<file path="src/rtl/cdb_arbiter.sv">
`default_nettype none
// ============================================================================
// Module      : cdb_arbiter
// Description : Round-robin arbiter that schedules six functional-unit results
//               onto the common data bus as a registered one-cycle beat.
// Revision    : 1.0 - initial release
// ============================================================================
module cdb_arbiter #(
    parameter int DATA_W = 32,
    parameter int TAG_W  = 4,
    parameter int N_REQ  = 6
) (
    input  logic                    clk,
    input  logic                    rst,
    input  logic                    flush,
    input  logic [N_REQ-1:0]        req_valid,
    input  logic [N_REQ*DATA_W-1:0] req_data,
    input  logic [2:0]              ls_idx,
    output logic [N_REQ-1:0]        req_ready,
    output logic                    cdb_valid,
    output logic [DATA_W-1:0]       cdb_data,
    output logic [TAG_W-1:0]        cdb_tag,
    output logic [2:0]              grant_idx
);

    localparam logic [2:0] c_NO_GRANT = 3'd7;
    localparam logic [2:0] c_LAST_REQ = 3'd5;

    logic [2:0]        r_ptr;
    logic [N_REQ-1:0]  w_grant_oh;
    logic [2:0]        w_grant_idx;
    logic              w_found;
    logic              w_xfer;
    logic [DATA_W-1:0] w_data;
    logic [TAG_W-1:0]  w_tag;

    // Circular scan starting at r_ptr; first valid requester wins.
    always_comb begin
        logic [3:0] w_sum;
        logic [2:0] w_pos;
        w_grant_oh  = '0;
        w_grant_idx = c_NO_GRANT;
        w_found     = 1'b0;
        w_sum       = '0;
        w_pos       = '0;
        for (int k = 0; k < N_REQ; k++) begin
            w_sum = {1'b0, r_ptr} + 4'(k);
            w_pos = (w_sum >= 4'd6) ? 3'(w_sum - 4'd6) : w_sum[2:0];
            if (!w_found && req_valid[w_pos]) begin
                w_found            = 1'b1;
                w_grant_idx        = w_pos;
                w_grant_oh[w_pos]  = 1'b1;
            end
        end
    end

    always_comb begin
        w_data = '0;
        for (int i = 0; i < N_REQ; i++) begin
            if (w_grant_oh[i]) begin
                w_data = req_data[i*DATA_W +: DATA_W];
            end
        end
    end

    // LS tags follow the buffer slot (1..6); the other units have fixed tags 7..11.
    always_comb begin
        if (w_grant_idx == 3'd0) begin
            w_tag = TAG_W'(ls_idx) + TAG_W'(1);
        end else begin
            w_tag = TAG_W'(w_grant_idx) + TAG_W'(6);
        end
    end

    assign w_xfer    = w_found && !rst && !flush;
    assign req_ready = w_xfer ? w_grant_oh : '0;

    always_ff @(posedge clk) begin
        if (rst || flush) begin
            r_ptr     <= 3'd0;
            cdb_valid <= 1'b0;
            cdb_data  <= '0;
            cdb_tag   <= '0;
            grant_idx <= c_NO_GRANT;
        end else if (w_xfer) begin
            r_ptr     <= (w_grant_idx == c_LAST_REQ) ? 3'd0 : w_grant_idx + 3'd1;
            cdb_valid <= 1'b1;
            cdb_data  <= w_data;
            cdb_tag   <= w_tag;
            grant_idx <= w_grant_idx;
        end else begin
            cdb_valid <= 1'b0;
            cdb_data  <= '0;
            cdb_tag   <= '0;
            grant_idx <= c_NO_GRANT;
        end
    end

endmodule
`default_nettype wire

</file>
<file path="config.mk">
export PLATFORM = sky130hd
export DESIGN_NAME = cdb_arbiter
export DESIGN_NICKNAME = d
export VERILOG_FILES = /design/src/rtl/cdb_arbiter.sv
export SDC_FILE = /design/constraint.sdc
export NUM_CORES = 1
export LEC_CHECK = 0
export CAP_MARGIN = 20
export CORE_MARGIN = 2
export CORE_UTILIZATION = 36
export DETAILED_ROUTE_END_ITERATION = 10
export PLACE_DENSITY_LB_ADDON = 0.15
export SETUP_SLACK_MARGIN = 0.4
export SYNTH_ARGS = -nofsm -noshare
export SYNTH_HDL_FRONTEND = slang
export SYNTH_SLANG_ARGS = --single-unit
</file>
<file path="constraint.sdc">
create_clock -name clk -period 6.3 [get_ports clk]
set_clock_uncertainty 0.05 [all_clocks]
set_input_delay 1.26 -clock clk [delete_from_list [all_inputs] [get_ports clk]]
set_output_delay 1.26 -clock clk [all_outputs]
set_load 0.02 [all_outputs]
</file>
==> metrics.txt, run 1 <==
max_cap viols 0; Avg Inst Size Synth 7.58 µm²; top-count cell post-synth a31oi_1; RD Place Congestion approximately 1; total grt overflow 0; # diodes 0; Crit path largest cell delay 0.64 ns; Worst Path Arrival around 4.5 ns; routed len/inst 21.6 µm; reg2reg setup slack 1.62 ns; first-pass GRT wire length 27700 µm; fraction of layout cells with a size suffix above 1 under 10%; Top FF cell, synth dfxtp_1; Core Box Area about 0.0098 mm²; TritonCTS Buffers 5; Clock Tree Buf Depth 2; final std cells w/o fill 850; DRT antenna net count 0; drt via density 6.03; min-delay worst type register to register; Peak VDD IR ~0.00040 V; post-synth design cell area 0.00365 mm²; asr flop ratio synth 0%; cell row count 36; sequential area share after synthesis between 20% and 30%; yosys warns 0; max-slew violation count 0; unrepaired setup endpoints after global routing yes; top cells by count, synth a31oi_1, dfxtp_1, o21ai_0, inv_1, o221ai_1; initial detailed-routing violation count about 310; die width 105 µm; critical path fanouts, max 5; status completed; Worst-path clk slew 0.08 ns; leading area contributor after synthesis dfxtp_1; Initial Utilization 37.1%; worst slew pin tran 0.689 ns; DRC viols 0; root buf cell clkbuf_8; crit-path cells clkdlybuf4s50_1 > mux4_2 > nand2b_1 > nand2_1 > or4_1 > nor4_2 > a221o_1 > a2bb2o_1 > nor2_1 > clkdlybuf4s50_1; top cells by area, synth dfxtp_1, a31oi_1, o221ai_1, a22oi_1, o21ai_0; Placed Cells around 840; WS Path Type input pin to output pin; Die H about 100 µm; post-DP HPWL between 10000 and 15000 µm; Setup-failing EPs final 0; hold-fix buffers at CTS 0; nature of the critical path startpoint input pin; Netlist cell types 57; DR pass1 iterations 6; Nets 931; syn nets between 600 and 700; All-Layer GR Usage around 32%; CP Capture Type output pin; EDFF count, synth 0; Critical-path top delay cell clkdlybuf4s50_1; Final Cycle Share between 90% and 100%; Routed WL 18400 µm; leakage approximately 2.4 nW; vias in the first global route approximately 5100; Worst-Skew Late Latency 0.29 ns; Synth top area share 23.6%; power per cell area 528 mW/mm²; number of synthesized register bits 43; total clock sinks 43; Sum Neg Setup Slack 0 ns; initial antenna violation count 0; crit path time final 5.83 ns; fmax 0.172 GHz; Max H-tree Level 2; Gate Count Post-Synth ~480; CTS tree done; number of port buffers 249; Hold Fails Final Rpt 0; Power, Total 3.43 mW; pin count of the biggest net entering global routing 41; Rel. slew slack about 54%; Area Growth Syn to Fin 78.3%; via count a little over 5000; CP Data Required Time 4.99 ns; Die ar. 0.0109 mm²; # IOs 250; CP dominant cell by count clkdlybuf4s50_1
==> worst max-delay path: cells and delay by family <==
family | cells | cell delay, ns
AOI/OAI and AO/OA | 2 | 0.52
buffers and inverters | 2 | 1.13
muxes | 1 | 0.50
and+or+nand+nor | 5 | 1.10
==> through the flow <==
step	hold slack, ns	setup WS, ns	cell area, µm²	utilization, %
detailed placement	0.674	0.371	6280	63.9
CTS	0.692	0.398	6410	65.3
global placement	0.651	0.378	6280	63.9
finish	0.685	0.475	6500	66.2
floorplan	0.579	0.885	3650	-
global route	0.723	0.353	6500	66.2
==> path summary, 6_finish.rpt <==
path / start / endpoint / cells after the start
setup reg to reg: r_ptr[2] / cdb_data[14] / 12
hold reg to reg: r_ptr[2] / r_ptr[2] / 2
hold / removal: r_ptr[2] / r_ptr[2] / 2
setup / recovery: req_valid[4] / req_ready[4] / 10
==> cells by family after synthesis <==
| logic type | Yosys count | share of synthesized area (%) |
|---|---|---|
| compound gates | 226 | 42.8 |
| xor+xnor | 7 | 1.89 |
| fa+ha+maj | 11 | 3.77 |
| buf+inv | 82 | 9.13 |
| flops | 43 | 23.6 |
| mux | 18 | 5.83 |
| simple gates | 94 | 13.0 |
==> sequential cells by signal, summed over array words and instances, names as in the netlist <==
signal and flops:
cdb_data 32, r_ptr 3, cdb_tag 4, grant_idx 3, cdb_valid 1
==> cell usage in the layout, fill, tap and decap left out, drive strengths merged, types with 16 or more instances in the layout <==
cell	netlist	routed
clkdlybuf4s50	0	248
a31oi	65	65
dfxtp	43	43
o21ai	41	41
inv	38	38
o221ai	34	34
a22oi	33	33
nor2	29	29
buf	19	22
nand2	16	16
==> repair_timing <==
item | CTS | global route
pin swaps | 0 | 2
buffers inserted | 0 | 6
setup endpoints to repair | 1 | 6
resized for setup | 1 | 11
==> layout make-up <==
cell class                 count  area, µm²
clock inverter                 2       60.1
sequential                    43        861
clock buffer                   6       72.6
timing repair buffer         271       2660
inverter                      39        146
tap                          133        166
multi-input combinational    356       2530
fill                         847       3320
==> where the power goes <==
part | internal [mW] | leakage [nW] | total (mW) | switching (mW)
clock | 0.159 | 0.0654 | 0.262 | 0.103
combinational | 1.02 | 2.01 | 2.80 | 1.78
sequential | 0.339 | 0.352 | 0.373 | 0.0336
==> routing by layer <==
layer	up-vias	part of all wire, %	routed length, µm	GRT usage (%)
met4	0	4.0	741	13.6
met2	310	51	9400	58.5
met1	2399	35	6460	35.1
met5	-	0	0	0
met3	56	9.7	1790	9.73
li1	2357	-	-	-
(Power assumes the default switching activity.)
==> inputs of run 2 (changes only) <==
- ABC_AREA: not set -> 1
- CORE_UTILIZATION: 36 -> 43
- SKIP_LAST_GASP: not set -> 1
- clock period: 6.3 -> 7.08 ns (I/O delays scaled with it)
==> metrics.txt, run 2 <==
R2R depth 25 (was 12); top-count cell post-synth nand2_1 (was a31oi_1); Hold Fails Final Rpt 0 (unchanged); sequential area share after synthesis 18.6% (was 23.6%); asr flop ratio synth 0% (unchanged); Gate power share 66.9% (was 81.5%); EDFF count, synth 0 (unchanged); top cells by count, synth nand2_1, nand3_1, inv_1, nor2_1, dfxtp_1 (was a31oi_1, dfxtp_1, o21ai_0, inv_1, o221ai_1); power per cell area 230 mW/mm² (was 528 mW/mm²); root buf cell clkbuf_8 (unchanged); post-CTS setup buffers 0 (unchanged); crit path time final 5.95 ns; leading area contributor after synthesis nand2_1 (was dfxtp_1); Die ar. 0.0116 mm² (was 0.0109 mm²); TritonCTS Buffers 5 (unchanged); initial antenna violation count 0 (unchanged); CTS tree done (unchanged); Net Sw Frac 46.9% (was 55.8%); Top FF cell, synth dfxtp_1 (unchanged); Placed Area 0.00712 mm² (was 0.00628 mm²); number of flip-flops in the largest register 32 (unchanged); reg2reg end cdb_data[5] (was cdb_data[14]); crit-path cells clkdlybuf4s50_1 > inv_1 > o21ai_0 > nand3_1 > nand3_4 > nor3_2 > nand3_1 > nand2_1 > inv_1 > nand2_1 > inv_2 > clkdlybuf4s50_1 (was clkdlybuf4s50_1 > mux4_2 > nand2b_1 > nand2_1 > or4_1 > nor4_2 > a221o_1 > a2bb2o_1 > nor2_1 > clkdlybuf4s50_1); worst slew pin tran 0.675 ns (was 0.689 ns); Initial Utilization 44.5% (was 37.1%); Rel. slew slack 54.5% (was 53.7%); Gate Count Post-Synth 900 (was 481); Top reg by flops cdb_data (unchanged); unrepaired setup endpoints after global routing no (was yes); min-delay worst type register to register (unchanged); Nets 1339 (was 931); via count 6147 (was 5122); total clock sinks 43 (unchanged); worst r2r src r_ptr[0] (was r_ptr[2]); initial detailed-routing violation count 383 (was 311); routed len/inst 14.4 µm (was 21.6 µm); yosys warns 0 (unchanged); Max H-tree Level 2 (unchanged); first-pass GRT wire length 27900 µm (was 27700 µm); post-cts gate resize count 0 (was 1); Sum Neg Setup Slack 0 ns (unchanged); nature of the critical path startpoint input pin (unchanged); hold path depth 2 (unchanged); vias in the first global route 5581 (was 5069); total grt overflow 0 (unchanged); fraction of layout cells with a size suffix above 1 4.98% (was 7.67%); Crit path largest cell delay 0.63 ns (was 0.64 ns); status completed (unchanged); # IOs 250 (unchanged); drt via density 4.87 (was 6.03); delay-heaviest family, CP buffers and inverters (unchanged); die width 108 µm (was 105 µm); Core Box Area 0.0104 mm² (was 0.00982 mm²); number of port buffers 249 (unchanged); Flop pwr share 18.8% (was 10.9%); most common cell after layout, fill and taps aside nand2_1 (was clkdlybuf4s50_1); hold-fix buffers at CTS 0 (unchanged); DRT antenna net count 0 (unchanged); commonest non-fill, non-tap cells in the layout nand2_1, clkdlybuf4s50_1, nand3_1 (was clkdlybuf4s50_1, a31oi_1, dfxtp_1); hold endpoint r_ptr[1] (was r_ptr[2]); WS Path Type input pin to output pin (unchanged); DRC viols 0 (unchanged); WHS 0.574 ns (was 0.685 ns); Final Cycle Share 84.0%; Clock Power Share 14.3% (was 7.6%); RD Place Congestion 0.959 (was 1.00); pin count of the biggest net entering global routing 65 (was 41); post-synth design cell area 0.00462 mm² (was 0.00365 mm²); Worst Path Arrival 4.48 ns (was 4.52 ns); P_int 885 µW (was 1.52 mW); Netlist cell types 28 (was 57); leakage 3.86 nW (was 2.43 nW); DR pass1 iterations 6 (unchanged); Die H 108 µm (was 105 µm); post-DP HPWL 14100 µm (was 14400 µm); top cells by area, synth nand2_1, dfxtp_1, nand3_1, inv_1, nor2_1 (was dfxtp_1, a31oi_1, o221ai_1, a22oi_1, o21ai_0); syn nets 1115 (was 696); Net Sw Power 782 µW (was 1.92 mW); CP Data Required Time 5.61 ns (was 4.99 ns); critical path fanouts, max 12 (was 5); CP Capture Type output pin (unchanged); Peak VDD IR 0.000187 V (was 0.000396 V); Critical-path top delay cell clkdlybuf4s50_1 (unchanged); max_cap viols 0 (unchanged); Routed WL 18200 µm (was 18400 µm); Area Growth Syn to Fin 57.1% (was 78.3%); Clock Tree Buf Depth 2 (unchanged); # diodes 0 (unchanged); Setup-failing EPs final 0 (unchanged); cell row count 37 (was 36); reg2reg setup slack 2.78 ns (was 1.62 ns); Worst-Skew Late Latency 0.31 ns (was 0.29 ns); Finished Cell Area 0.00726 mm² (was 0.00650 mm²); worst hold start r_ptr[1] (was r_ptr[2]); Worst-path clk slew 0.09 ns (was 0.08 ns); number of synthesized register bits 43 (unchanged); CP Buf/Inv Count 5 (was 2); All-Layer GR Usage 30.6% (was 32.4%); Avg Inst Size Synth 5.13 µm² (was 7.58 µm²); max-slew violation count 0 (unchanged); Top Registers cdb_data (32), cdb_tag (4) (unchanged); fmax around 0.17 GHz; Synth top area share 31.6% (was 23.6%)
## run 2: cell count changes after synthesis, moves of 18 or more
cell | previous run | this run
o221ai_1 | 34 | 0
a31oi_1 | 65 | 1
nor2_1 | 29 | 85
o21ai_0 | 39 | 10
inv_2 | 0 | 18
a22oi_1 | 33 | 0
nand3_1 | 5 | 130
buf_2 | 17 | 36
clkbuf_1 | 24 | 2
inv_1 | 38 | 119
nand2_1 | 16 | 389
## run 2: layout make-up
class                           instances  area, µm²
Clock inverter                          2       60.1
Tap cell                              136        170
Clock buffer                            6       72.6
Multi-Input combinational cell        676       3000
Inverter                              137        514
Fill cell                             980       3110
Sequential cell                        43        861
Timing Repair Buffer                  261       2580
## run 2: kinds of logic (layout without fill, tap and decap cells)
logic type | Yosys count | after routing | synth area share, %
xor+xnor | 2 | 2 | 0.542
simple gates | 629 | 629 | 57.2
fa+ha+maj | 11 | 11 | 2.98
buf+inv | 181 | 406 | 16.7
compound gates | 34 | 34 | 4.04
flops | 43 | 43 | 18.6
## run 2: power groups by stage
stage | combinational [mW] | sequential [mW] | clock, mW
2_1_floorplan | 0.658 | 0.389 | 0
3_3_place_gp | 1.10 | 0.318 | 0
3_5_place_dp | 1.11 | 0.320 | 0
4_1_cts | 1.12 | 0.314 | 0.242
5_1_grt | 1.25 | 0.318 | 0.252
6_report | 1.12 | 0.314 | 0.238
## run 2: worst reg2reg max path, stage by stage (launching register included)
cell	delay, ns
dfxtp_1	0.32
buf_4	0.29
inv_1	0.29
ha_1	0.55
inv_2	0.13
nand3_1	0.09
nand2_1	0.12
inv_1	0.08
nand2_1	0.04
nand2_1	0.13
nand3_2	0.16
nand3_4	0.12
nor2_1	0.08
nand2_1	0.06
nand2_1	0.07
nand2_1	0.06
nand2_1	0.05
nor2_1	0.22
nand2_1	0.45
buf_4	0.40
nand2_1	0.10
nand3_1	0.07
nand2_1	0.12
nand2_1	0.06
nand2_1	0.05
nand2_1	0.05
## run 2: metal layers
metal	global-route usage (%)	part of all wire, %	vias up
met5	0	0	-
met4	10.3	3.3	0
met3	5.99	7.9	43
met2	53.6	48	258
met1	37.2	41	2671
li1	-	-	3175
## run 2: worst max path at each step
stage,to,cells after the start,startpoint,slack [ns]
global placement,req_ready[5],12,req_valid[3],1.20
floorplan,req_ready[4],15,req_valid[1],2.42
finish,req_ready[5],12,req_valid[3],1.13
detailed placement,req_ready[5],12,req_valid[3],1.21
global route,req_ready[3],18,r_ptr[0],0.93
CTS,req_ready[5],12,req_valid[3],1.21
## run 2: metrics by stage
| stage | utilization [%] | cells | worst slack [ns] | power [mW] |
|---|---|---|---|---|
| finish | 70.0 | 1261 | 1.13 | 1.67 |
| global placement | 68.7 | 1253 | 1.20 | 1.42 |
| CTS | 70.0 | 1261 | 1.21 | 1.67 |
| detailed placement | 68.7 | 1253 | 1.21 | 1.43 |
| global route | 70.0 | 1261 | 0.931 | 1.82 |
| floorplan | - | 900 | 2.42 | 1.05 |
==> inputs of run 3 (changes only) <==
- CORE_UTILIZATION: 43 -> 40
- clock period: 7.08 -> 6 ns (I/O delays scaled with it)
==> metrics.txt, run 3 (synthesis results as in run 2) <==
Rel. slew slack 54.2% (was 54.5%); post-DP HPWL 13800 µm (was 14100 µm); Clock Tree Buf Depth 2 (unchanged); reg2reg setup slack 2.18 ns (was 2.78 ns); Routed WL 18400 µm (was 18200 µm); die width 111 µm (was 108 µm); Crit path largest cell delay 0.65 ns (was 0.63 ns); DRC viols 0 (unchanged); DRT antenna net count 0 (unchanged); Sum Neg Setup Slack 0 ns (unchanged); status completed (unchanged); Area Growth Syn to Fin 58.2% (was 57.1%); All-Layer GR Usage 29.5% (was 30.6%); RD Place Congestion 0.941 (was 0.959); # IOs 250 (unchanged); Setup-failing EPs final 0 (unchanged); nature of the critical path startpoint input pin (unchanged); Core Box Area 0.0113 mm² (was 0.0104 mm²); R2R depth 24 (was 25); post-CTS setup buffers 0 (unchanged); Critical-path top delay cell clkdlybuf4s50_1 (unchanged); hold endpoint r_ptr[2] (was r_ptr[1]); hold-fix buffers at CTS 0 (unchanged); routed len/inst 14.5 µm (was 14.4 µm); crit-path cells clkdlybuf4s50_1 > inv_1 > o21ai_0 > nand3_1 > nand3_4 > nor3_2 > nand3_1 > nand2_1 > inv_1 > nand2_1 > inv_2 > clkdlybuf4s50_1 (unchanged); post-cts gate resize count 0 (unchanged); power per cell area 276 mW/mm² (was 230 mW/mm²); total clock sinks 43 (unchanged); crit path time final 5.26 ns; drt via density 4.82 (was 4.87); commonest non-fill, non-tap cells in the layout nand2_1, clkdlybuf4s50_1, nand3_1 (unchanged); TritonCTS Buffers 5 (unchanged); DR pass1 iterations 6 (unchanged); reg2reg end cdb_data[21] (was cdb_data[5]); Seq. cell area 861 µm² (unchanged); vias in the first global route 5719 (was 5581); critical path fanouts, max 12 (unchanged); WS Path Type input pin to output pin (unchanged); Worst Path Arrival 4.01 ns (was 4.48 ns); max-slew violation count 0 (unchanged); root buf cell clkbuf_16 (was clkbuf_8); Nets 1339 (unchanged); area of the multi-input gates 0.00300 mm² (unchanged); fmax roughly 0.19 GHz; number of flip-flops in the largest register 32 (unchanged); number of port buffers 249 (unchanged); Worst-path clk slew 0.06 ns (was 0.09 ns); Peak VDD IR 0.000223 V (was 0.000187 V); most common cell after layout, fill and taps aside nand2_1 (unchanged); Die H 111 µm (was 108 µm); CP Capture Type output pin (unchanged); worst slew pin tran 0.687 ns (was 0.675 ns); Top reg by flops cdb_data (unchanged); pre-CTS setup slack 0.725 ns (was 1.21 ns); final std cells w/o fill 1269 (was 1261); CTS tree done (unchanged); Initial Utilization 40.8% (was 44.5%); Die ar. 0.0124 mm² (was 0.0116 mm²); Max H-tree Level 2 (unchanged); first-pass GRT wire length 29300 µm (was 27900 µm); slack of the critical path 0.739 ns (was 1.13 ns); Top Registers cdb_data (32), cdb_tag (4) (unchanged); total grt overflow 0 (unchanged); cell row count 39 (was 37); via count 6120 (was 6147); min-delay worst type register to register (unchanged); unrepaired setup endpoints after global routing no (unchanged); Placed Cells 1260 (was 1253); hold path depth 2 (unchanged); leakage 3.89 nW (was 3.86 nW); worst hold start r_ptr[2] (was r_ptr[1]); initial antenna violation count 0 (unchanged); fillers 1091 (was 980); pin count of the biggest net entering global routing 65 (unchanged); Worst-Skew Late Latency 0.30 ns (was 0.31 ns); Final Cycle Share 87.7%; max_cap viols 0 (unchanged); fraction of layout cells with a size suffix above 1 5.07% (was 4.98%); worst r2r src r_ptr[1] (was r_ptr[0]); initial detailed-routing violation count 425 (was 383); Hold Fails Final Rpt 0 (unchanged); CP Data Required Time 4.75 ns (was 5.61 ns)
run 3: changes by cell type in the layout (fill, tap and decap cells not counted):
cell | before | now
clkbuf_1 | 1 | 0
clkbuf_16 | 0 | 5
clkinv_2 | 0 | 1
bufinv_16 | 2 | 1
diode_2 | 0 | 1
clkbuf_8 | 5 | 1
run 3: how the worst max path moves through the flow:
| stage | start | end | slack, ns | depth (start not counted) |
|---|---|---|---|---|
| 4_1_cts | req_valid[3] | req_ready[5] | 0.72 | 12 |
| 3_3_place_gp | req_valid[1] | req_ready[5] | 0.78 | 14 |
| 3_5_place_dp | req_valid[3] | req_ready[5] | 0.73 | 12 |
| 5_1_grt | r_ptr[1] | req_ready[5] | 0.42 | 21 |
| 2_1_floorplan | r_ptr[0] | req_ready[4] | 1.69 | 22 |
| 6_report | req_valid[3] | req_ready[5] | 0.74 | 12 |
run 3: cell type report:
type                       count  share of cell area (%)
timing repair buffer         261                    35.3
inverter                     137                    7.04
tap                          143                    2.45
clock buffer                   6                    1.90
multi-input combinational    676                    41.0
sequential                    43                    11.8
clock inverter                 2                   0.479
antenna                        1                  0.0342
run 3: worst max-delay path: cells and delay by family:
family          cells  cell delay, ns
compound gates      1            0.36
simple gates        6            0.87
buf+inv             5            1.58
run 3: per-layer routing:
| metal | track usage [%] | up-vias | wire, µm |
|---|---|---|---|
| met2 | 51.0 | 227 | 8790 |
| met1 | 36.7 | 2685 | 7800 |
| li1 | - | 3171 | - |
| met4 | 10.4 | 0 | 570 |
| met3 | 5.77 | 37 | 1240 |
| met5 | 0 | - | 0 |
run 3: power by group:
| part | total (mW) | internal, mW | leakage (nW) | switching, mW |
|---|---|---|---|---|
| Clock | 0.336 | 0.207 | 0.0869 | 0.128 |
| Combinational | 1.31 | 0.527 | 3.45 | 0.783 |
| Sequential | 0.368 | 0.351 | 0.352 | 0.0173 |
run 3: per-stage QoR:
step / total power [mW] / utilization (%) / cell area, µm² / hold slack, ns
after detailed placement: 1.68 / 63.0 / 7130 / 0.547
after global routing: 2.21 / 64.5 / 7310 / 0.601
after CTS: 2.02 / 64.5 / 7310 / 0.559
after global placement: 1.68 / 63.0 / 7130 / 0.558
after floorplan: 1.23 / - / 4620 / 0.500
final: 2.01 / 64.6 / 7310 / 0.556
